==> config.mk <==
export PLATFORM = sky130hd
export DESIGN_NAME = decode_controller_flat
export DESIGN_NICKNAME = d
export VERILOG_FILES = /design/src/rtl/skylark_pkg.sv /design/src/rtl/decode_controller_if.sv /design/src/rtl/main_decoder.sv /design/src/rtl/decode_controller.sv /design/src/flat_wrapper.sv
export SDC_FILE = /design/constraint.sdc
export NUM_CORES = 1
export LEC_CHECK = 0
export ABC_AREA = 1
export CAP_MARGIN = 20
export CORE_ASPECT_RATIO = 2
export CORE_MARGIN = 2
export CORE_UTILIZATION = 39
export DETAILED_ROUTE_END_ITERATION = 12
export GPL_ROUTABILITY_DRIVEN = 0
export PLACE_DENSITY = 0.79
export SETUP_SLACK_MARGIN = 0.3
export SLEW_MARGIN = 30
export SYNTH_ARGS = -nofsm -noshare
export SYNTH_HDL_FRONTEND = slang
export SYNTH_SLANG_ARGS = --single-unit
==> constraint.sdc <==
create_clock -name clk -period 1.9 [get_ports clk]
set_input_delay 0.38 -clock clk [delete_from_list [all_inputs] [get_ports clk]]
set_output_delay 0.38 -clock clk [all_outputs]
set_load 0.02 [all_outputs]
==> src/rtl/skylark_pkg.sv <==
// skylark_pkg -- shared decode-stage types and constants.
//   imm_format_t : immediate-format select for the extend unit
//   result_src_t : write-back result source select
//   dctl_state_t : decode controller FSM state
//   dctl_ctrl_t  : bundle of per-instruction control signals
//   OPC_*        : base-ISA major opcodes recognised by the decoder
package skylark_pkg;

    typedef enum logic [1:0] {
        IMM_I = 2'b00,
        IMM_S = 2'b01,
        IMM_B = 2'b10,
        IMM_J = 2'b11
    } imm_format_t;

    typedef enum logic [1:0] {
        RES_ALU = 2'b00,
        RES_MEM = 2'b01,
        RES_PC4 = 2'b10
    } result_src_t;

    typedef enum logic {
        RUN  = 1'b0,
        TRAP = 1'b1
    } dctl_state_t;

    localparam logic [6:0] OPC_LOAD   = 7'b0000011;
    localparam logic [6:0] OPC_OP_IMM = 7'b0010011;
    localparam logic [6:0] OPC_AUIPC  = 7'b0010111;
    localparam logic [6:0] OPC_STORE  = 7'b0100011;
    localparam logic [6:0] OPC_OP     = 7'b0110011;
    localparam logic [6:0] OPC_LUI    = 7'b0110111;
    localparam logic [6:0] OPC_BRANCH = 7'b1100011;
    localparam logic [6:0] OPC_JALR   = 7'b1100111;
    localparam logic [6:0] OPC_JAL    = 7'b1101111;

    typedef struct packed {
        imm_format_t imm_format;
        logic        utype;
        logic        imm_used;
        logic        reg_write;
        logic        mem_write;
        logic        branch;
        logic        jump;
        logic        alu_src;
        result_src_t result_src;
    } dctl_ctrl_t;

    // All-zero control bundle: what the datapath sees for a bubble or a
    // rejected instruction.
    localparam dctl_ctrl_t CTRL_NONE = '0;

    // LUI and AUIPC share the U-type immediate handled outside the extend unit.
    function automatic logic is_utype(input logic [6:0] opcode);
        return (opcode == OPC_LUI) || (opcode == OPC_AUIPC);
    endfunction

endpackage

==> src/rtl/decode_controller_if.sv <==
// decode_controller_if -- Fetch->Decode handshake and decode-stage control bus.
//   Fetch side : InstrF, PCF, ValidF (to controller), ReadyF (from controller)
//   Hazard side: StallD, FlushD (to controller)
//   Decode side: InstrD, PCD, ValidD, ImmFormatD, UTypeD, ImmUsedD, RegWriteD,
//                MemWriteD, BranchD, JumpD, ALUSrcD, ResultSrcD, TrapD
//   modport master : pipeline environment (drives F inputs, stall, flush)
//   modport slave  : the decode controller
interface decode_controller_if;

    logic [31:0] InstrF;
    logic [31:0] PCF;
    logic        ValidF;
    logic        ReadyF;
    logic        StallD;
    logic        FlushD;
    logic [31:0] InstrD;
    logic [31:0] PCD;
    logic        ValidD;
    logic [1:0]  ImmFormatD;
    logic        UTypeD;
    logic        ImmUsedD;
    logic        RegWriteD;
    logic        MemWriteD;
    logic        BranchD;
    logic        JumpD;
    logic        ALUSrcD;
    logic [1:0]  ResultSrcD;
    logic        TrapD;

    modport master (
        output InstrF, PCF, ValidF, StallD, FlushD,
        input  ReadyF, InstrD, PCD, ValidD, ImmFormatD, UTypeD, ImmUsedD,
               RegWriteD, MemWriteD, BranchD, JumpD, ALUSrcD, ResultSrcD, TrapD
    );

    modport slave (
        input  InstrF, PCF, ValidF, StallD, FlushD,
        output ReadyF, InstrD, PCD, ValidD, ImmFormatD, UTypeD, ImmUsedD,
               RegWriteD, MemWriteD, BranchD, JumpD, ALUSrcD, ResultSrcD, TrapD
    );

endinterface

==> src/rtl/main_decoder.sv <==
// main_decoder -- purely combinational opcode classifier.
//   opcode  in  7 : InstrD[6:0]
//   ctrl    out   : control bundle for the recognised instruction class
//   illegal out 1 : opcode is not one of the supported classes
module main_decoder
    import skylark_pkg::*;
(
    input  logic [6:0] opcode,
    output dctl_ctrl_t ctrl,
    output logic       illegal
);

    always_comb begin
        ctrl    = CTRL_NONE;
        illegal = 1'b0;
        unique case (opcode)
            OPC_LOAD: begin
                ctrl.imm_format = IMM_I;
                ctrl.imm_used   = 1'b1;
                ctrl.reg_write  = 1'b1;
                ctrl.alu_src    = 1'b1;
                ctrl.result_src = RES_MEM;
            end
            OPC_OP_IMM: begin
                ctrl.imm_format = IMM_I;
                ctrl.imm_used   = 1'b1;
                ctrl.reg_write  = 1'b1;
                ctrl.alu_src    = 1'b1;
            end
            OPC_OP: begin
                ctrl.reg_write  = 1'b1;
            end
            OPC_STORE: begin
                ctrl.imm_format = IMM_S;
                ctrl.imm_used   = 1'b1;
                ctrl.mem_write  = 1'b1;
                ctrl.alu_src    = 1'b1;
            end
            OPC_BRANCH: begin
                ctrl.imm_format = IMM_B;
                ctrl.imm_used   = 1'b1;
                ctrl.branch     = 1'b1;
            end
            OPC_JAL: begin
                ctrl.imm_format = IMM_J;
                ctrl.imm_used   = 1'b1;
                ctrl.jump       = 1'b1;
                ctrl.reg_write  = 1'b1;
                ctrl.result_src = RES_PC4;
            end
            OPC_JALR: begin
                ctrl.imm_format = IMM_I;
                ctrl.imm_used   = 1'b1;
                ctrl.jump       = 1'b1;
                ctrl.reg_write  = 1'b1;
                ctrl.alu_src    = 1'b1;
                ctrl.result_src = RES_PC4;
            end
            OPC_LUI, OPC_AUIPC: begin
                // The U immediate bypasses the extend unit, so ImmUsed stays 0
                // and the format select is left at its neutral value.
                ctrl.utype      = is_utype(opcode);
                ctrl.reg_write  = 1'b1;
            end
            default: begin
                illegal = 1'b1;
            end
        endcase
    end

endmodule

==> src/rtl/decode_controller.sv <==
// decode_controller -- decode-stage controller.
// Owns the Fetch->Decode pipeline register, classifies the registered opcode,
// and handles stall, flush and illegal-instruction trapping so the decode
// datapath only ever sees a live instruction or an all-zero control bundle.
//   clk     in  1 : single clock, rising edge
//   reset_n in  1 : synchronous, active-low reset
//   bus     slave : decode_controller_if (F handshake, stall/flush, D outputs)
module decode_controller
    import skylark_pkg::*;
#(
    parameter logic [31:0] RESET_INSTR = 32'h0000_0013
)(
    input  logic clk,
    input  logic reset_n,
    decode_controller_if.slave bus
);

    dctl_state_t state_reg,  state_next;
    logic [31:0] instr_d_reg, instr_d_next;
    logic [31:0] pc_d_reg,    pc_d_next;
    logic        valid_d_reg, valid_d_next;
    logic        trap_d_reg,  trap_d_next;

    dctl_ctrl_t  ctrl_raw;
    dctl_ctrl_t  ctrl_gated;
    logic        illegal;
    logic        ready_f;

    main_decoder u_main_decoder (
        .opcode  (instr_d_reg[6:0]),
        .ctrl    (ctrl_raw),
        .illegal (illegal)
    );

    // Held low during reset so fetch never sees a transfer that the
    // register is about to discard.
    assign ready_f = reset_n && (state_reg == RUN) && !bus.StallD;

    always_ff @(posedge clk) begin
        if (!reset_n) begin
            state_reg   <= RUN;
            instr_d_reg <= RESET_INSTR;
            pc_d_reg    <= '0;
            valid_d_reg <= 1'b0;
            trap_d_reg  <= 1'b0;
        end else begin
            state_reg   <= state_next;
            instr_d_reg <= instr_d_next;
            pc_d_reg    <= pc_d_next;
            valid_d_reg <= valid_d_next;
            trap_d_reg  <= trap_d_next;
        end
    end

    always_comb begin
        state_next   = state_reg;
        instr_d_next = instr_d_reg;
        pc_d_next    = pc_d_reg;
        valid_d_next = valid_d_reg;
        trap_d_next  = 1'b0;

        if (bus.FlushD) begin
            // A redirect always wins: it kills the D contents, leaves TRAP,
            // and pre-empts a trap on an illegal instruction sitting in D.
            state_next   = RUN;
            instr_d_next = RESET_INSTR;
            pc_d_next    = '0;
            valid_d_next = 1'b0;
        end else if (state_reg == TRAP) begin
            // Parked until the redirect arrives; stall has no meaning here.
            valid_d_next = 1'b0;
        end else if (valid_d_reg && illegal) begin
            // Raise the trap and scrub D so nothing downstream acts on it.
            state_next   = TRAP;
            trap_d_next  = 1'b1;
            instr_d_next = RESET_INSTR;
            pc_d_next    = '0;
            valid_d_next = 1'b0;
        end else if (bus.StallD) begin
            valid_d_next = valid_d_reg;
        end else if (bus.ValidF) begin
            instr_d_next = bus.InstrF;
            pc_d_next    = bus.PCF;
            valid_d_next = 1'b1;
        end else begin
            // Bubble: InstrD keeps its stale value, only ValidD drops.
            valid_d_next = 1'b0;
        end
    end

    assign ctrl_gated = (valid_d_reg && !illegal) ? ctrl_raw : CTRL_NONE;

    assign bus.ReadyF     = ready_f;
    assign bus.InstrD     = instr_d_reg;
    assign bus.PCD        = pc_d_reg;
    assign bus.ValidD     = valid_d_reg;
    assign bus.TrapD      = trap_d_reg;
    assign bus.ImmFormatD = ctrl_gated.imm_format;
    assign bus.UTypeD     = ctrl_gated.utype;
    assign bus.ImmUsedD   = ctrl_gated.imm_used;
    assign bus.RegWriteD  = ctrl_gated.reg_write;
    assign bus.MemWriteD  = ctrl_gated.mem_write;
    assign bus.BranchD    = ctrl_gated.branch;
    assign bus.JumpD      = ctrl_gated.jump;
    assign bus.ALUSrcD    = ctrl_gated.alu_src;
    assign bus.ResultSrcD = ctrl_gated.result_src;

endmodule

==> src/flat_wrapper.sv <==
// flat-port wrapper written by rule: the top's interface ports become plain ports
module decode_controller_flat import skylark_pkg::*;
#(
    parameter logic [31:0] RESET_INSTR = 32'h0000_0013
)
  (clk, reset_n, bus_InstrF, bus_PCF, bus_ValidF, bus_StallD, bus_FlushD, bus_ReadyF, bus_InstrD, bus_PCD, bus_ValidD, bus_ImmFormatD, bus_UTypeD, bus_ImmUsedD, bus_RegWriteD, bus_MemWriteD, bus_BranchD, bus_JumpD, bus_ALUSrcD, bus_ResultSrcD, bus_TrapD);
  decode_controller_if bus_i ();
  input  logic clk;
  input  logic reset_n;
  input wire logic [$bits(bus_i.InstrF)-1:0] bus_InstrF;
  input wire logic [$bits(bus_i.PCF)-1:0] bus_PCF;
  input wire logic [$bits(bus_i.ValidF)-1:0] bus_ValidF;
  input wire logic [$bits(bus_i.StallD)-1:0] bus_StallD;
  input wire logic [$bits(bus_i.FlushD)-1:0] bus_FlushD;
  output wire logic [$bits(bus_i.ReadyF)-1:0] bus_ReadyF;
  output wire logic [$bits(bus_i.InstrD)-1:0] bus_InstrD;
  output wire logic [$bits(bus_i.PCD)-1:0] bus_PCD;
  output wire logic [$bits(bus_i.ValidD)-1:0] bus_ValidD;
  output wire logic [$bits(bus_i.ImmFormatD)-1:0] bus_ImmFormatD;
  output wire logic [$bits(bus_i.UTypeD)-1:0] bus_UTypeD;
  output wire logic [$bits(bus_i.ImmUsedD)-1:0] bus_ImmUsedD;
  output wire logic [$bits(bus_i.RegWriteD)-1:0] bus_RegWriteD;
  output wire logic [$bits(bus_i.MemWriteD)-1:0] bus_MemWriteD;
  output wire logic [$bits(bus_i.BranchD)-1:0] bus_BranchD;
  output wire logic [$bits(bus_i.JumpD)-1:0] bus_JumpD;
  output wire logic [$bits(bus_i.ALUSrcD)-1:0] bus_ALUSrcD;
  output wire logic [$bits(bus_i.ResultSrcD)-1:0] bus_ResultSrcD;
  output wire logic [$bits(bus_i.TrapD)-1:0] bus_TrapD;
  assign bus_i.InstrF = bus_InstrF;
  assign bus_i.PCF = bus_PCF;
  assign bus_i.ValidF = bus_ValidF;
  assign bus_i.StallD = bus_StallD;
  assign bus_i.FlushD = bus_FlushD;
  assign bus_ReadyF = bus_i.ReadyF;
  assign bus_InstrD = bus_i.InstrD;
  assign bus_PCD = bus_i.PCD;
  assign bus_ValidD = bus_i.ValidD;
  assign bus_ImmFormatD = bus_i.ImmFormatD;
  assign bus_UTypeD = bus_i.UTypeD;
  assign bus_ImmUsedD = bus_i.ImmUsedD;
  assign bus_RegWriteD = bus_i.RegWriteD;
  assign bus_MemWriteD = bus_i.MemWriteD;
  assign bus_BranchD = bus_i.BranchD;
  assign bus_JumpD = bus_i.JumpD;
  assign bus_ALUSrcD = bus_i.ALUSrcD;
  assign bus_ResultSrcD = bus_i.ResultSrcD;
  assign bus_TrapD = bus_i.TrapD;
  decode_controller #(.RESET_INSTR(RESET_INSTR)) u_core (.clk(clk), .reset_n(reset_n), .bus(bus_i));
endmodule
**Word level (Yosys, flattened, before mapping)**

Index checks and enable logic that the tools add are counted.

- Equality and inequality tests: 10
- Reduce and logical (&&, ||, !) cells: 17
- Bitwise logic cells: 2
- Multiplexer cells: 20

Operators by type and width:

| kind | count |
|---|---|
| 2-to-1 mux 32 bit | 6 |
| == test 7 x 6 -> 1 bit, second input constant | 3 |
| == test 7 bit, second input constant | 3 |
| == test 7 x 5 -> 1 bit, second input constant | 2 |
| 2-to-1 mux 1 bit | 11 |
| 2-to-1 mux 11 bit | 1 |
| OR reduction 9 bit | 1 |
| OR reduction 4 bit | 2 |
| == test 7 x 2 -> 1 bit, second input constant | 1 |
| OR reduction 7 bit | 1 |
| case mux 2 bit (3 select lines) | 1 |
| OR reduction 2 bit | 3 |
| OR reduction 6 bit | 1 |
| logical AND 1 bit | 4 |
| case mux 2 bit (2 select lines) | 1 |
| AND reduction 3 bit | 1 |
| OR reduction 3 bit | 1 |
| inequality test 2 x 1 -> 1 bit, second input constant | 1 |
| inverter 1 bit | 2 |
| nonzero test 2 bit | 1 |
| logical NOT 1 bit | 1 |
| logical OR 1 bit | 1 |

- Register bits: 67
- Input port bits: 69
- Output and inout port bits: 78

**Depth between registers and ports, before layout**

Gate-level depths: netlist (run 1).

- Word-level depth: 6
- Depth in mapped cells: 11

**Hierarchy**

From an unflattened synthesis (run 1), not the netlist that was laid out.

- Cells, all modules: 372
- Area total of the unflattened synthesis: 2840.2 um2

Modules (own cells, without submodules):

| module | sequential area each (um2) | instances | area each (um2) | cells an instance |
|---|---|---|---|---|
| decode_controller | 1341.3 | 1 | 2595.0 | 328 |
| main_decoder | 0.0 | 1 | 245.2 | 44 |

**Worst setup path before layout (run 1)**

No wires, ideal clock.

- Path kind: register -> output
- From: register u_core.instr_d_reg[0], in the netlist u_core.bus.InstrD[0]
- To: output port bus_UTypeD
- Stages on the path, launching flop included: 9
- Required time: 1520 ps
- Path slack: -87 ps
- Path buffers: 0
- Data arrival time: 1607 ps
- Cells stage by stage: dfxtp_1 -> nand2_1 -> nor2_4 -> nand2_1 -> nand2_1 -> nor2_1 -> nand2_1 -> nand2_2 -> nor3_1

- Cells in the longest elaborated chain, start to end: 4
- Elaborated cells on any way between the ends: 15
- Those cells by class: eq/ne: 9; mux: 2; reduce/logical: 4

Ends and longest elaborated chain:

| what | line | source |
|---|---|---|
| start, declared | decode_controller.sv:19 | `logic [31:0] instr_d_reg, instr_d_next;` |
| start signal, assigned | decode_controller.sv:48 | `instr_d_reg <= instr_d_next;` |
| == test 7 x 6 -> 1 bit (tied with other cells) | skylark_pkg.sv:55, main_decoder.sv:16 |  |
| OR reduction 9 bit (no line) (tied with other cells) | n/a |  |
| logical AND 1 bit / 2-to-1 mux 1 bit (equally long branches) | decode_controller.sv:91, main_decoder.sv:16 |  |
| 2-to-1 mux 11 bit * | decode_controller.sv:91 | `assign ctrl_gated = (valid_d_reg && !illegal) ? ctrl_raw : CTRL_NONE;` |
| end, declared | flat_wrapper.sv:20 | `output wire logic [$bits(bus_i.UTypeD)-1:0] bus_UTypeD;` |

Mark *: on every way between the ends. The rest lies on a longest branch, timed or not.

**Final worst setup path (run 1)**

- From: register u_core.instr_d_reg[1], in the netlist u_core.bus.InstrD[1]
- To: output port bus_RegWriteD

- Cells in the longest elaborated chain, start to end: 4
- Elaborated cells on any way between the ends: 14
- Those cells by class: eq/ne: 9; mux: 2; reduce/logical: 3

Ends and longest elaborated chain:

| what | line | source |
|---|---|---|
| == test 7 x 6 -> 1 bit (tied with other cells) | main_decoder.sv:16 | `unique case (opcode)` |
| OR reduction 7 bit (no line) / OR reduction 9 bit (equally long branches) | n/a |  |
| 2-to-1 mux 1 bit / logical AND 1 bit (equally long branches) | main_decoder.sv:16, decode_controller.sv:91 |  |
| 2-to-1 mux 11 bit * | decode_controller.sv:91 |  |
| end, declared | flat_wrapper.sv:22 | `output wire logic [$bits(bus_i.RegWriteD)-1:0] bus_RegWriteD;` |

Marks and branches as above.

==> results of run 1 <==
[cells in the final DEF, fill, tap and decap left out, drive strengths merged, types with 2 or more instances in the layout]
cell type,Yosys,routed
a21oi,64,64
a31oi,2,2
buf,12,64
bufbuf,0,4
clkbuf,20,18
clkdlybuf4s50,0,67
clkinv,1,3
dfxtp,67,67
dlygate4sd2,0,66
inv,19,19
nand2,81,82
nand3,8,8
nand4,66,66
nor2,12,12
nor3,4,4
[final timing paths]
check	from	end	slack [ps]	cells past startpoint
min reg2reg	u_core.bus.PCD[16]	u_core.bus.PCD[16]	460	2
max	u_core.bus.InstrD[1]	bus_RegWriteD	-260	9
min	u_core.bus.PCD[16]	u_core.bus.PCD[16]	460	2
max reg2reg	u_core.bus.InstrD[1]	u_core.bus.InstrD[20]	-80	12
[layer usage]
metal / vias to the layer above / global-route usage [%] / part of all wire, %
li1: 1633 / - / -
met1: 1707 / 27.4 / 32
met2: 210 / 53.2 / 56
met3: 57 / 6.37 / 5.7
met4: 0 / 17.5 / 5.8
met5: - / 0 / 0
[power breakdown]
part | internal (mW) | leakage (nW) | switching (mW) | total, mW
Sequential | 1.43 | 0.546 | 0.0228 | 1.45
Combinational | 0.354 | 1.70 | 0.304 | 0.659
Clock | 0.950 | 0.137 | 0.572 | 1.52
Total | 2.74 | 2.38 | 0.900 | 3.64
[cell families after synthesis]
| logic type | count (synthesis) | share of synthesized area, % |
|---|---|---|
| AOI/OAI and AO/OA | 67 | 12.2 |
| buffers and inverters | 52 | 9.01 |
| and+or+nand+nor | 172 | 30.5 |
| DFF | 67 | 48.3 |
[final cells by class]
| class | count | share of cell area [%] |
|---|---|---|
| inverters | 20 | 1.58 |
| clock buffers | 14 | 4.77 |
| multi-input cells | 240 | 27.7 |
| well taps | 90 | 2.04 |
| repair buffers | 206 | 39.0 |
| flip-flops and latches | 67 | 24.7 |
| clock inverters | 2 | 0.181 |
[repair_timing]
action                                  CTS  global route
gates resized for setup                 164            64
pin swaps                                13             9
setup buffers                             6            10
cloned                                    7             4
endpoints found under the setup margin  145            78
[worst max-delay path, stage by stage (launching register included)]
cell and delay, ps:
sky130_fd_sc_hd__dfxtp_4 370, sky130_fd_sc_hd__nand2_2 90, sky130_fd_sc_hd__nor2_4 130, sky130_fd_sc_hd__buf_4 140, sky130_fd_sc_hd__nand2_4 70, sky130_fd_sc_hd__nand2_2 130
sky130_fd_sc_hd__nand2_4 100, sky130_fd_sc_hd__or2_4 260, sky130_fd_sc_hd__inv_4 50, sky130_fd_sc_hd__buf_6 100
==> out/summary.json, run 1 <==
{
  "worst-slew-pin-transition_ps": 375,
  "placed_cells": 596,
  "end_kind": "output port",
  "route.vias.total": 3607,
  "antenna_left": 0,
  "routed_wl_mm": 12.8,
  "max_cap_violations": 0,
  "synthesis.area_per_instance_um2": 7.76,
  "run_status": "finished, violations left",
  "placement.io_buffers": 146,
  "ys_types": 20,
  "htreeDepth": 3,
  "number_of_nets_in_the_layout": 613,
  "hp-class": "reg2reg",
  "synth_largest_area_cell": "sky130_fd_sc_hd__dfxtp_1",
  "layout_min_cycle_time_ps": 2160,
  "hold_viol": 0,
  "layout-area-overhead-vs-synth_pct": 99.3,
  "pre_cts_slack_ps": -398,
  "ys_dominant_reg_cell": "sky130_fd_sc_hd__dfxtp_1",
  "groute.usage.overall_pct": 28.4,
  "die_height_um": 123,
  "clockBufferDepth": 2,
  "synth-edff-count": 0,
  "finalSetupViolations": 43,
  "placed_area_um2": 4540,
  "finalMaxSlewViolations": 0,
  "die_width_um": 63.7,
  "diodes": 0,
  "worst_skew_pair.late_latency_ps": 330,
  "yosysMostFrequentCell": "sky130_fd_sc_hd__nand2_1",
  "worst_ir_drop_vdd_mv": 1.21,
  "startpoint_type": "flip-flop",
  "max_slew_margin_pct": 75.0,
  "final-seq-area_um2": 1370,
  "firstDrtPassIters": 5,
  "grt_start_max_net_pins": 37,
  "drive_gt1_share_pct": 30.1,
  "cts_tree": "done",
  "crit_share_post_route_pct": 114,
  "clkSlewWorstSetupHoldPaths_ps": 60,
  "synthesis.instances": 358,
  "top_level_ports": 147,
  "ys.warnings.count": 0,
  "ys_top_cells_by_count": "79 x sky130_fd_sc_hd__nand2_1, 67 x sky130_fd_sc_hd__dfxtp_1, 65 x sky130_fd_sc_hd__nand4_1",
  "cts_hold_buf": 0,
  "post_synth_main_area_contributors": "sky130_fd_sc_hd__dfxtp_1 48%, sky130_fd_sc_hd__nand4_1 15%, sky130_fd_sc_hd__a21oi_1 12%",
  "grt_pass1_wl_mm": 16.9,
  "routed_via_density": 5.64,
  "root_buffer": "sky130_fd_sc_hd__clkbuf_16",
  "synth.ff_latch_count": 67,
  "globalRoute.totalOverflow": 0,
  "fin_setup_tns_ps": -3060,
  "fraction_of_registers_with_async_set_or_reset_after_synthesis_pct": 0,
  "fin_worst_hold_slack_ps": 455,
  "power.density_nw_per_um2": 657,
  "antenna_violations_before_repair": 0,
  "utilization_pct": 79.7,
  "failed_checks": "negative setup slack",
  "critical_path_peak_fanout": 6,
  "drt-wirelength-per-cell_um": 20.0,
  "yosys.area.top_type_share_pct": 48.3,
  "report.power.total_mw": 3.64,
  "die_area_um2": 7850,
  "drc": 0,
  "numClockSinks": 67,
  "cts_inserted_buffers": 9,
  "critPathArrivalTime_ps": 1780,
  "layoutNonFillerInstCount": 639,
  "fmax_ghz": 0.464,
  "design.core.area_um2": 6940,
  "leakage_nw": 2.38,
  "path_class": "reg2out",
  "multi_input_area_um2": 1540,
  "initial_standard_cell_utilization_of_the_core_pct": 40.0,
  "num-fill-cells": 439,
  "yosysSeqAreaShare_pct": 48.3,
  "final_critical_path_setup_slack_ps": -257,
  "final_instance_area_um2": 5530,
  "hpwlAfterDp_mm": 7.16,
  "fin_skew_ps": 7.26,
  "rows": 43,
  "netlist_area_um2": 2780,
  "synthesis.nets": 427,
  "rsz0062_at_grt": "true",
  "1st_iter_drt_viols": 295,
  "via_count_of_the_first_global_routing_pass": 3365,
  "timing.critical_path.required_ps": 1520
}
Note: power is estimated with default switching activity, not from simulation.
==> run 2, diff against run 1 <==
Settings changed: CORE_UTILIZATION 39 to 40, GPL_TIMING_DRIVEN set to 0, PLACE_DENSITY 0.79 to 0.8, SYNTH_HIERARCHICAL set to 1.
==> run 2 against run 1 <==
Against the previous run: the run still ends with negative setup slack left; first-iteration DRC count down 57%; worst setup slack improved by 5.8 ps; sequential power is essentially flat; core utilization up 4.2 points; register-to-register slack better by 100 ps; largest cell class is now multi-input combinational cells; die area is 0.24% lower; design area grew 4.4%; synthesized area up 2.3%.
==> out/summary.json, run 2 <==
{
  "die_height_um": 123,
  "routed_wl_mm": 12.2,
  "antenna_left": 0,
  "cp_slowest_stage_delay_ps": 410,
  "worst_skew_pair.late_latency_ps": 330,
  "diodes": 0,
  "num-fill-cells": 428,
  "fin_setup_tns_ps": -2490,
  "htreeDepth": 3,
  "path_class": "reg2out",
  "timing.critical_path.cells": "nand2_1 > nor2_1 > nand2_2 > nand2_2 > nor3_4 > inv_2 > nand2_4 > clkbuf_16 > nor2_4 > buf_6",
  "number_of_nets_in_the_layout": 624,
  "grt_start_max_net_pins": 11,
  "fin_skew_ps": 5.77,
  "cts_tree": "done",
  "grt_pass1_wl_mm": 16.7,
  "final_critical_path_setup_slack_ps": -251,
  "leakage_nw": 2.49,
  "hold_viol": 0,
  "routed_via_density": 5.36,
  "design.core.area_um2": 6890,
  "synth-simple-area-share_pct": 31.2,
  "synth.mux.area_fraction_pct": 0,
  "cts_inserted_buffers": 9,
  "layout_commonest_cell": "sky130_fd_sc_hd__clkdlybuf4s50_1",
  "placement.io_buffers": 146,
  "firstDrtPassIters": 5,
  "max_cap_violations": 0,
  "synth.ff_latch_count": 67,
  "rows": 43,
  "clockBufferDepth": 2,
  "synth_adder_area_share_pct": 0,
  "timing.critical_path.required_ps": 1520,
  "run_status": "finished, violations left",
  "synthesis.instances": 372,
  "hold_path_startpoint": "u_core/bus.PCD[7]",
  "cts_hold_buf": 0,
  "die_area_um2": 7830,
  "netlist_area_um2": 2840,
  "yosysSeqAreaShare_pct": 47.2,
  "ys_types": 24,
  "die_width_um": 63.6,
  "hpwlAfterDp_mm": 6.96,
  "layout.cells.most_common_list": "68 x sky130_fd_sc_hd__clkdlybuf4s50_1, 66 x sky130_fd_sc_hd__dlygate4sd2_1, 60 x sky130_fd_sc_hd__nand3_1, 60 x sky130_fd_sc_hd__a21oi_2, 59 x sky130_fd_sc_hd__dfxtp_1",
  "fraction_of_registers_with_async_set_or_reset_after_synthesis_pct": 0,
  "drc": 0,
  "fmax_ghz": 0.465,
  "r2r-start": "u_core/bus.InstrD[5]",
  "finalSetupViolations": 11,
  "yosysMostFrequentCell": "sky130_fd_sc_hd__nand2_1",
  "hp-class": "reg2reg",
  "report.power.total_mw": 3.75,
  "synth_compound_gate_area_share_pct": 11.8,
  "critical_path_peak_fanout": 5,
  "groute.usage.overall_pct": 28.2,
  "utilization_pct": 83.9,
  "synthesis.nets": 441,
  "crit_share_post_route_pct": 113,
  "layout_min_cycle_time_ps": 2150,
  "critPathArrivalTime_ps": 1770,
  "layout-area-overhead-vs-synth_pct": 103,
  "synth_largest_area_cell": "sky130_fd_sc_hd__dfxtp_1",
  "worst_ir_drop_vdd_mv": 0.696,
  "ys_dominant_reg_cell": "sky130_fd_sc_hd__dfxtp_1",
  "top_level_ports": 147,
  "root_buffer": "sky130_fd_sc_hd__clkbuf_16",
  "post_synth_main_area_contributors": "sky130_fd_sc_hd__dfxtp_1 47%, sky130_fd_sc_hd__nand3_1 13%, sky130_fd_sc_hd__a21oi_1 11%",
  "final_instance_area_um2": 5780,
  "initial_standard_cell_utilization_of_the_core_pct": 41.2,
  "synth-xor-area-share_pct": 0,
  "crit_path_start": "u_core/bus.InstrD[5]",
  "end_kind": "output port",
  "antenna_violations_before_repair": 0,
  "1st_iter_drt_viols": 127,
  "route.vias.total": 3481,
  "critical-path-top-cell-by-count": "sky130_fd_sc_hd__nand2_2",
  "failed_checks": "negative setup slack",
  "synthesis.area_per_instance_um2": 7.64,
  "rsz0062_at_grt": "true",
  "placed_area_um2": 4590,
  "yosys.area.top_type_share_pct": 47.2,
  "drt-wirelength-per-cell_um": 18.7,
  "numClockSinks": 67,
  "cp_slowest_cell": "sky130_fd_sc_hd__dfxtp_2",
  "drive_gt1_share_pct": 47.4,
  "via_count_of_the_first_global_routing_pass": 3531,
  "ys_top_cells_by_count": "74 x sky130_fd_sc_hd__nand2_1, 73 x sky130_fd_sc_hd__nand3_1, 67 x sky130_fd_sc_hd__dfxtp_1",
  "crit_buf_inv": 3,
  "max_slew_margin_pct": 44.2,
  "startpoint_type": "flip-flop",
  "synth_top_family_by_area": "simple AND/OR/NAND/NOR gates",
  "globalRoute.totalOverflow": 0,
  "clkSlewWorstSetupHoldPaths_ps": 50,
  "ys.warnings.count": 6,
  "worst_path_dominant_cell_family": "simple AND/OR/NAND/NOR gates",
  "power.density_nw_per_um2": 649,
  "finalMaxSlewViolations": 0,
  "synth-edff-count": 0,
  "worst-slew-pin-transition_ps": 837
}
[run 2: changes by cell type in the layout (fill, tap and decap cells not counted), sizes merged, moves of 4 or more]
| cell | before | now |
|---|---|---|
| nor2 | 12 | 27 |
| nand4 | 66 | 1 |
| nand3 | 8 | 76 |
| inv | 19 | 26 |
| buf | 64 | 57 |
| bufbuf | 4 | 0 |
| clkbuf | 18 | 22 |
[run 2: cell families (layout without fill, tap and decap cells)]
| family | after synthesis | in the layout |
|---|---|---|
| buf+inv | 54 | 240 |
| simple gates | 185 | 186 |
| flops | 67 | 67 |
| compound gates | 66 | 66 |
[run 2: stage by stage]
step	hold WS (ps)	setup WS, ps	instances
6_report	485	-251	649
5_1_grt	502	-356	649
4_1_cts	480	-242	645
3_5_place_dp	473	-467	608
3_3_place_gp	470	-413	608
2_1_floorplan	512	177	372
[run 2: metal layers]
layer / wire (um) / GRT usage [%] / vias up
met5: 0 / 0 / -
met1: 3970 / 24.9 / 1670
met4: 640 / 18.8 / 0
met2: 6960 / 54.0 / 161
met3: 601 / 7.64 / 53
li1: - / - / 1597
[run 2: what timing repair did]
item,CTS,global route
setup endpoints to repair,142,76
gates resized for setup,276,72
gates cloned,8,1
pin swaps,18,19
setup buffers,14,3
[run 2: power breakdown]
| group | internal [mW] | total, mW | switching (mW) |
|---|---|---|---|
| clock network | 1.02 | 1.61 | 0.588 |
| logic | 0.316 | 0.679 | 0.363 |
| registers | 1.43 | 1.46 | 0.0248 |
[run 2: path summary, 6_finish.rpt]
path                                         endpoint  slack (ps)  depth (start not counted)
worst max-delay path                     bus_ImmUsedD        -250                         10
worst min-delay path                u_core/bus.PCD[7]         490                          2
worst max register to register  u_core/bus.InstrD[21]          20                         12
worst min register to register      u_core/bus.PCD[7]         490                          2
[run 2: cell type report]
type | count | area [um2] | area share [%]
multi-input cells | 252 | 2000 | 34.6
well taps | 90 | 113 | 1.95
inverters | 26 | 105 | 1.82
clock buffers | 14 | 285 | 4.94
clock inverters | 1 | 5.00 | 0.0866
repair buffers | 171 | 1660 | 28.7
plain buffers | 28 | 244 | 4.22
flip-flops and latches | 67 | 1370 | 23.6
[run 2: worst min-delay path: stages, from the launching register on]
cell,delay [ps]
sky130_fd_sc_hd__dfxtp_1,320
sky130_fd_sc_hd__nand3_2,80
sky130_fd_sc_hd__a21oi_2,50
==> run 3, diff against run 2 <==
Settings changed: CTS_BUF_LIST set to sky130_fd_sc_hd__clkbuf_8.
==> run 3 against run 2 <==
Against the previous run: the run still ends with negative setup slack left; maximum frequency down 1.3%; design area down 4.2%; combinational power down 6.8%; worst hold slack worse by 4.6 ps; sequential cell count unchanged; critical path depth unchanged; non-clock buffer count up 1; global-route usage up 0.18 points; count of clock-buffer cells in the layout down 3; routed wire length down 8.8%; clock power down 27%; via count down 3.2%; highest routed layer unchanged.
==> out/summary.json, run 3 (synthesis results as in run 2) <==
{
  "critPathArrivalTime_ps": 1800,
  "crit_share_post_route_pct": 115,
  "route.vias.total": 3368,
  "layout-area-overhead-vs-synth_pct": 94.8,
  "drt-wirelength-per-cell_um": 17.1,
  "number_of_nets_in_the_layout": 625,
  "layout_min_cycle_time_ps": 2180,
  "run_status": "finished, violations left",
  "diodes": 0,
  "die_height_um": 123,
  "cts_tree": "done",
  "layoutNonFillerInstCount": 650,
  "antenna_violations_before_repair": 0,
  "antenna_left": 0,
  "grt_pass1_wl_mm": 17.0,
  "routed_via_density": 5.18,
  "max_cap_violations": 0,
  "worst-slew-pin-transition_ps": 741,
  "numClockSinks": 67,
  "cts_inserted_buffers": 9,
  "critical_path_peak_fanout": 5,
  "drive_gt1_share_pct": 45.4,
  "hp-class": "reg2reg",
  "placement.io_buffers": 146,
  "worst_ir_drop_vdd_mv": 0.601,
  "rsz0062_at_grt": "true",
  "globalRoute.totalOverflow": 0,
  "cts_hold_buf": 0,
  "finalMaxSlewViolations": 0,
  "groute.usage.overall_pct": 28.3,
  "layout.cells.most_common_list": "68 x sky130_fd_sc_hd__clkdlybuf4s50_1, 66 x sky130_fd_sc_hd__nand2_2, 64 x sky130_fd_sc_hd__dlygate4sd2_1, 60 x sky130_fd_sc_hd__nand3_1, 59 x sky130_fd_sc_hd__dfxtp_1",
  "top_level_ports": 147,
  "startpoint_type": "flip-flop",
  "die_area_um2": 7830,
  "final_critical_path_setup_slack_ps": -279,
  "hpwlAfterDp_mm": 6.96,
  "finalSetupViolations": 11,
  "hold_viol": 0,
  "initial_standard_cell_utilization_of_the_core_pct": 41.2,
  "placed_cells": 608,
  "layout_commonest_cell": "sky130_fd_sc_hd__clkdlybuf4s50_1",
  "end_kind": "output port",
  "power.density_nw_per_um2": 591,
  "failed_checks": "negative setup slack",
  "max_slew_margin_pct": 50.6,
  "drc": 0,
  "clkSlewWorstSetupHoldPaths_ps": 70,
  "rows": 43,
  "fin_skew_ps": 11.4,
  "firstDrtPassIters": 4,
  "num-fill-cells": 483,
  "root_buffer": "sky130_fd_sc_hd__clkbuf_8",
  "timing.critical_path.required_ps": 1520,
  "clockBufferDepth": 2,
  "1st_iter_drt_viols": 88,
  "fmax_ghz": 0.459,
  "via_count_of_the_first_global_routing_pass": 3550,
  "routed_wl_mm": 11.1,
  "design.core.area_um2": 6890,
  "die_width_um": 63.6,
  "leakage_nw": 2.31,
  "utilization_pct": 80.4,
  "path_class": "reg2out",
  "report.power.total_mw": 3.27,
  "grt_start_max_net_pins": 11,
  "worst_skew_pair.late_latency_ps": 350,
  "htreeDepth": 3
}
[run 3: final cells by class]
cell class / instances / area [um2] / share of cell area [%]
flip-flops and latches: 67 / 1370 / 24.7
inverters: 26 / 105 / 1.90
well taps: 90 / 113 / 2.03
repair buffers: 172 / 1680 / 30.3
clock buffers: 11 / 151 / 2.74
clock inverters: 4 / 42.5 / 0.769
multi-input cells: 252 / 1840 / 33.2
plain buffers: 28 / 240 / 4.34
[run 3: path summary, 6_finish.rpt]
path / endpoint / start / depth (start not counted) / slack, ps
worst max-delay path: bus_UTypeD / u_core/bus.InstrD[1] / 10 / -280
worst min-delay path: u_core/bus.PCD[12] / u_core/bus.PCD[12] / 2 / 480
worst max register to register: u_core/bus.InstrD[10] / u_core/bus.InstrD[1] / 12 / 30
worst min register to register: u_core/bus.PCD[12] / u_core/bus.PCD[12] / 2 / 480
[run 3: worst max-delay path, cell delays in order, from the launching register on]
cell                        delay [ps]
sky130_fd_sc_hd__dfxtp_4           370
sky130_fd_sc_hd__nand2_4            90
sky130_fd_sc_hd__nor2_4            180
sky130_fd_sc_hd__nand2_2           100
sky130_fd_sc_hd__nand2_2           110
sky130_fd_sc_hd__nor3_4             60
sky130_fd_sc_hd__inv_2              60
sky130_fd_sc_hd__nand2_4            70
sky130_fd_sc_hd__clkbuf_16         180
sky130_fd_sc_hd__nor2_4            100
sky130_fd_sc_hd__buf_6             120
[run 3: what timing repair did]
item | 4_1_cts | 5_1_grt
buffers inserted | 16 | 2
hold endpoints to repair | 0 | 0
setup endpoints to repair | 142 | 79
pin swaps | 13 | 13
resized for setup | 280 | 36
gates cloned | 8 | 1
[run 3: layer usage]
metal	wire (um)	GRT usage (%)	share of wire (%)
met5	0	0	0
met4	616	20.1	5.6
met3	500	5.82	4.5
met2	6380	53.6	57
met1	3600	26.4	32
[run 3: power breakdown]
part	total, mW	switching [mW]	internal, mW
sequential	1.45	0.0240	1.43
combinational	0.633	0.330	0.303
clock	1.18	0.522	0.659
total	3.27	0.876	2.39
[run 3: through the flow]
step,cell area [um2],worst slack [ps],TNS [ps],hold WS (ps)
2_1_floorplan,3010,177,0,512
3_3_place_gp,4590,-413,-4340,470
3_5_place_dp,4590,-467,-4820,473
4_1_cts,5340,-270,-2520,483
5_1_grt,5530,-314,-3500,501
6_report,5530,-279,-2880,480
==> RTL change 1: new RTL, settings of run 3 <==
Reset style: asynchronous (`reset_n`), changed in one clocked block. Comments in the files are not updated.
--- a/src/rtl/decode_controller.sv
+++ b/src/rtl/decode_controller.sv
@@ -37,5 +37,5 @@
     assign ready_f = reset_n && (state_reg == RUN) && !bus.StallD;
 
-    always_ff @(posedge clk) begin
+    always_ff @(posedge clk or negedge reset_n) begin
         if (!reset_n) begin
             state_reg   <= RUN;
Formal check against the unedited RTL: differs if reset_n is asserted again (counterexample within 4 cycles, from zero or initial values and one cycle with reset_n low); with reset_n held inactive, the same outputs for 4 cycles.
==> RTL change 1 against run 3 <==
The flow still finishes with violations (negative setup slack). Power rose by 17%. Non-clock buffer count did not move. Die area rose by 13%. Cell count rose by 1.7%. Design area fell by 1.7%. Sequential cell count did not move. Routed wire length fell by 3.8%. Fmax fell by 4.2%. Area after synthesis rose by 13%. Setup slack got worse by 0.095 ns. Combinational power rose by 61%. First-iteration DRC count rose to 3.0 times the old value. Largest cell class unchanged.
==> RTL change 1: results (changes against run 3) <==
| Metric | Value |
|---|---|
| Met2 WL post-DR | `6080 um (was 6380 um)` |
| Met3 Wirelength | `541 um (was 500 um)` |
| First-pass GRT wire length | `16900 um (was 17000 um)` |
| Largest net degree at the start of global routing | `26 (was 11)` |
| Max rail drop VDD | `552 uV (was 601 uV)` |
| Netlist cell types | `26 (was 24)` |
| DRT iter0 DRCs | `261 (was 88)` |
| RR Endpoint | `u_core/bus.PCD[9] (was u_core/bus.InstrD[10])` |
| Worst Hold Class | `in2async (was reg2reg)` |
| Layout cell share with drive strength beyond 1 | `24.6% (was 45.4%)` |
| Skew final | `0.00897 ns (was 0.0114 ns)` |
| Register area share after synthesis | `52.2% (was 47.2%)` |
| Met3 Usage GRT | `5.99% (was 5.82%)` |
| GRT Overall Usage | `25.8% (was 28.3%)` |
| Final net count | `631 (was 625)` |
| Synth Area in Compound Gates | `0.739% (was 11.8%)` |
| Worst Path Max Fanout | `5 (unchanged)` |
| Most frequent cells after synthesis | `nand2_1 (143), nand4_1 (65), dfrtp_1 (64), nor2_1 (21), inv_1 (20) (was nand2_1 (74), nand3_1 (73), dfxtp_1 (67), a21oi_1 (63), nor2_1 (20))` |
| Critical path's largest stage delay | `0.55 ns (was 0.37 ns)` |
| M2 GR Usage | `47.6% (was 53.6%)` |
| Arr. time, crit path | `1.89 ns (was 1.80 ns)` |
| Multi-input logic area | `0.00141 mm^2 (was 0.00184 mm^2)` |
| R2R setup slack | `-0.09 ns (was 0.03 ns)` |
| Minimum hold slack | `0.0939 ns (was 0.480 ns)` |
| Filler cell count | `625 (was 483)` |
| Worst-Margin Slew | `0.783 ns (was 0.741 ns)` |
| Final worst-path setup slack | `-0.374 ns (was -0.279 ns)` |
| Met1 Use GR | `24.2% (was 26.4%)` |
| Status | `finished, violations left (unchanged)` |
| Post-CTS sizing | `168 (was 280)` |
| Syn Nets | `447 (was 441)` |
| Synth area leaders | `dfrtp_1 (50%), nand2_1 (17%), nand4_1 (13%) (was dfxtp_1 (47%), nand3_1 (13%), a21oi_1 (11%))` |
| Vias in the first global route | `3610 (was 3550)` |
| # hold bufs at CTS | `2 (was 0)` |
| Crit-path slowest cell | `dfstp_2 (was dfxtp_4)` |
| Ys async rst share | `100% (was 0%)` |
| Worst Setup SP | `u_core/bus.InstrD[1] (unchanged)` |
| Placed instance area | `0.00500 mm^2 (was 0.00459 mm^2)` |
| Setup Buffers After CTS | `9 (was 16)` |
| Vias per cell | `5.18 (about the same)` |
| Failing checks | `negative setup slack (unchanged)` |
| DPL Wire Length | `7390 um (was 6960 um)` |
| Met1 Routed Length | `3500 um (was 3600 um)` |
| Placed insts | `621 (was 608)` |
| Setup TNS | `-7.36 ns (was -2.88 ns)` |
| WL final | `10700 um (was 11100 um)` |
| Setup violators final | `73 (was 11)` |
| Routed via count | `3423 (was 3368)` |
-- RTL change 1: changes by cell type after synthesis, moves of 3 or more --
cell,before,now
nand2_1,74,143
nand4_1,1,65
a21oi_1,63,1
dfxtp_1,67,0
nand3_1,73,4
buf_4,1,11
dfstp_2,0,3
buf_2,14,9
dfrtp_1,0,64
-- RTL change 1: power breakdown --
part,switching [mW],total (mW),internal [mW]
clock network,0.516,1.21,0.697
registers,0.0643,1.59,1.53
logic,0.565,1.02,0.459
total,1.15,3.83,2.68
-- RTL change 1: cell type report --
type                    count  share of cell area, %
inverters                  29                   2.00
clock inverters             2                  0.644
well taps                  96                   2.21
plain buffers              29                   4.69
clock buffers              12                   3.04
repair buffers            171                   30.4
multi-input cells         255                   26.0
flip-flops and latches     67                   31.0
-- RTL change 1: worst max-delay path, delay by kind of cell, from the launching register on --
kind          cells  cell delay [ns]
buf+inv           4             0.43
simple gates      6             0.57
flops             1             0.55
==> RTL change 2: new RTL, config.mk and constraints of run 3 <==
Made on the original files. `RESET_INSTR` is set to 32'h0000_0013 in 2 places; all go to 32'h00000009.
--- a/src/rtl/decode_controller.sv
+++ b/src/rtl/decode_controller.sv
@@ -9,5 +9,5 @@
     import skylark_pkg::*;
 #(
-    parameter logic [31:0] RESET_INSTR = 32'h0000_0013
+    parameter logic [31:0] RESET_INSTR = 32'h00000009
 )(
     input  logic clk,
--- a/src/flat_wrapper.sv
+++ b/src/flat_wrapper.sv
@@ -2,5 +2,5 @@
 module decode_controller_flat import skylark_pkg::*;
 #(
-    parameter logic [31:0] RESET_INSTR = 32'h0000_0013
+    parameter logic [31:0] RESET_INSTR = 32'h00000009
 )
   (clk, reset_n, bus_InstrF, bus_PCF, bus_ValidF, bus_StallD, bus_FlushD, bus_ReadyF, bus_InstrD, bus_PCD, bus_ValidD, bus_ImmFormatD, bus_UTypeD, bus_ImmUsedD, bus_RegWriteD, bus_MemWriteD, bus_BranchD, bus_JumpD, bus_ALUSrcD, bus_ResultSrcD, bus_TrapD);
Function: changed (a bounded check fails within 4 cycles, from zero or initial values).
==> RTL change 2 against run 3 <==
The flow still finishes with violations (negative setup slack). Sequential power about the same. Sequential cell count unchanged. Area after synthesis grew 2.3%. Critical path type unchanged. Setup slack improved by 0.038 ns. Design area decreased by 3.7%. Power is 3.8% lower. Routed wire length down 15%. Worst hold slack got worse by 0.0012 ns. Largest power group unchanged.
==> RTL change 2: results (changes against run 3) <==
| Metric | Value |
|---|---|
| Leak | `2.33 nW (was 2.31 nW)` |
| Post-CTS sizing | `163 (was 280)` |
| Failing checks | `negative setup slack (unchanged)` |
| Setup Buffers After CTS | `14 (was 16)` |
| DRT iter0 DRCs | `218 (was 88)` |
| Synthesized area per cell | `7.81 um^2 (was 7.64 um^2)` |
| Worst-Margin Slew | `0.587 ns (was 0.741 ns)` |
| WL final | `9430 um (was 11100 um)` |
| Placed instance area | `0.00468 mm^2 (was 0.00459 mm^2)` |
| Largest net degree at the start of global routing | `12 (was 11)` |
| GRT Overall Usage | `22.9% (was 28.3%)` |
| Placed insts | `610 (was 608)` |
| Final worst-path setup slack | `-0.241 ns (was -0.279 ns)` |
| Netlist cell types | `27 (was 24)` |
| Arr. time, crit path | `1.76 ns (was 1.80 ns)` |
| Setup TNS | `-7.47 ns (was -2.88 ns)` |
| Critical path's largest stage delay | `0.41 ns (was 0.37 ns)` |
| Status | `finished, violations left (unchanged)` |
| Cell Int Power | `2.35 mW (was 2.39 mW)` |
| Layout cell share with drive strength beyond 1 | `30.7% (was 45.4%)` |
| Dpl ws | `-0.461 ns (was -0.467 ns)` |
| Met1 Use GR | `28.6% (was 26.4%)` |
| Synth area leaders | `dfxtp_1 (46%), nand3_1 (12%), a21oi_1 (10%) (was dfxtp_1 (47%), nand3_1 (13%), a21oi_1 (11%))` |
| Synth Area in Compound Gates | `12.4% (was 11.8%)` |
| Met1 Routed Length | `3820 um (was 3600 um)` |
| Register area share after synthesis | `46.1% (was 47.2%)` |
| Setup violators final | `73 (was 11)` |
| M2 GR Usage | `36.2% (was 53.6%)` |
==> RTL change 2: cell types whose count changed after synthesis, sizes merged <==
cell / before / now
nand3: 76 / 74
a21oi: 63 / 64
nand2: 79 / 80
==> RTL change 2: worst paths after layout <==
check                                           to  cells past startpoint  slack (ns)                 start
worst min-delay path             u_core/bus.PCD[4]                      2        0.48     u_core/bus.PCD[4]
worst max-delay path                    bus_UTypeD                     10       -0.24  u_core/bus.InstrD[5]
worst max register to register  u_core/bus.PCD[17]                     14       -0.16  u_core/bus.InstrD[5]
worst min register to register   u_core/bus.PCD[4]                      2        0.48     u_core/bus.PCD[4]
==> RTL change 2: layout make-up <==
cell class / instances / share of cell area [%]
sequential: 67 / 25.7
buffer: 28 / 4.79
timing repair buffer: 174 / 32.8
clock inverter: 6 / 1.03
tap: 92 / 2.16
multi-input combinational: 252 / 29.0
clock buffer: 10 / 2.58
inverter: 26 / 1.92
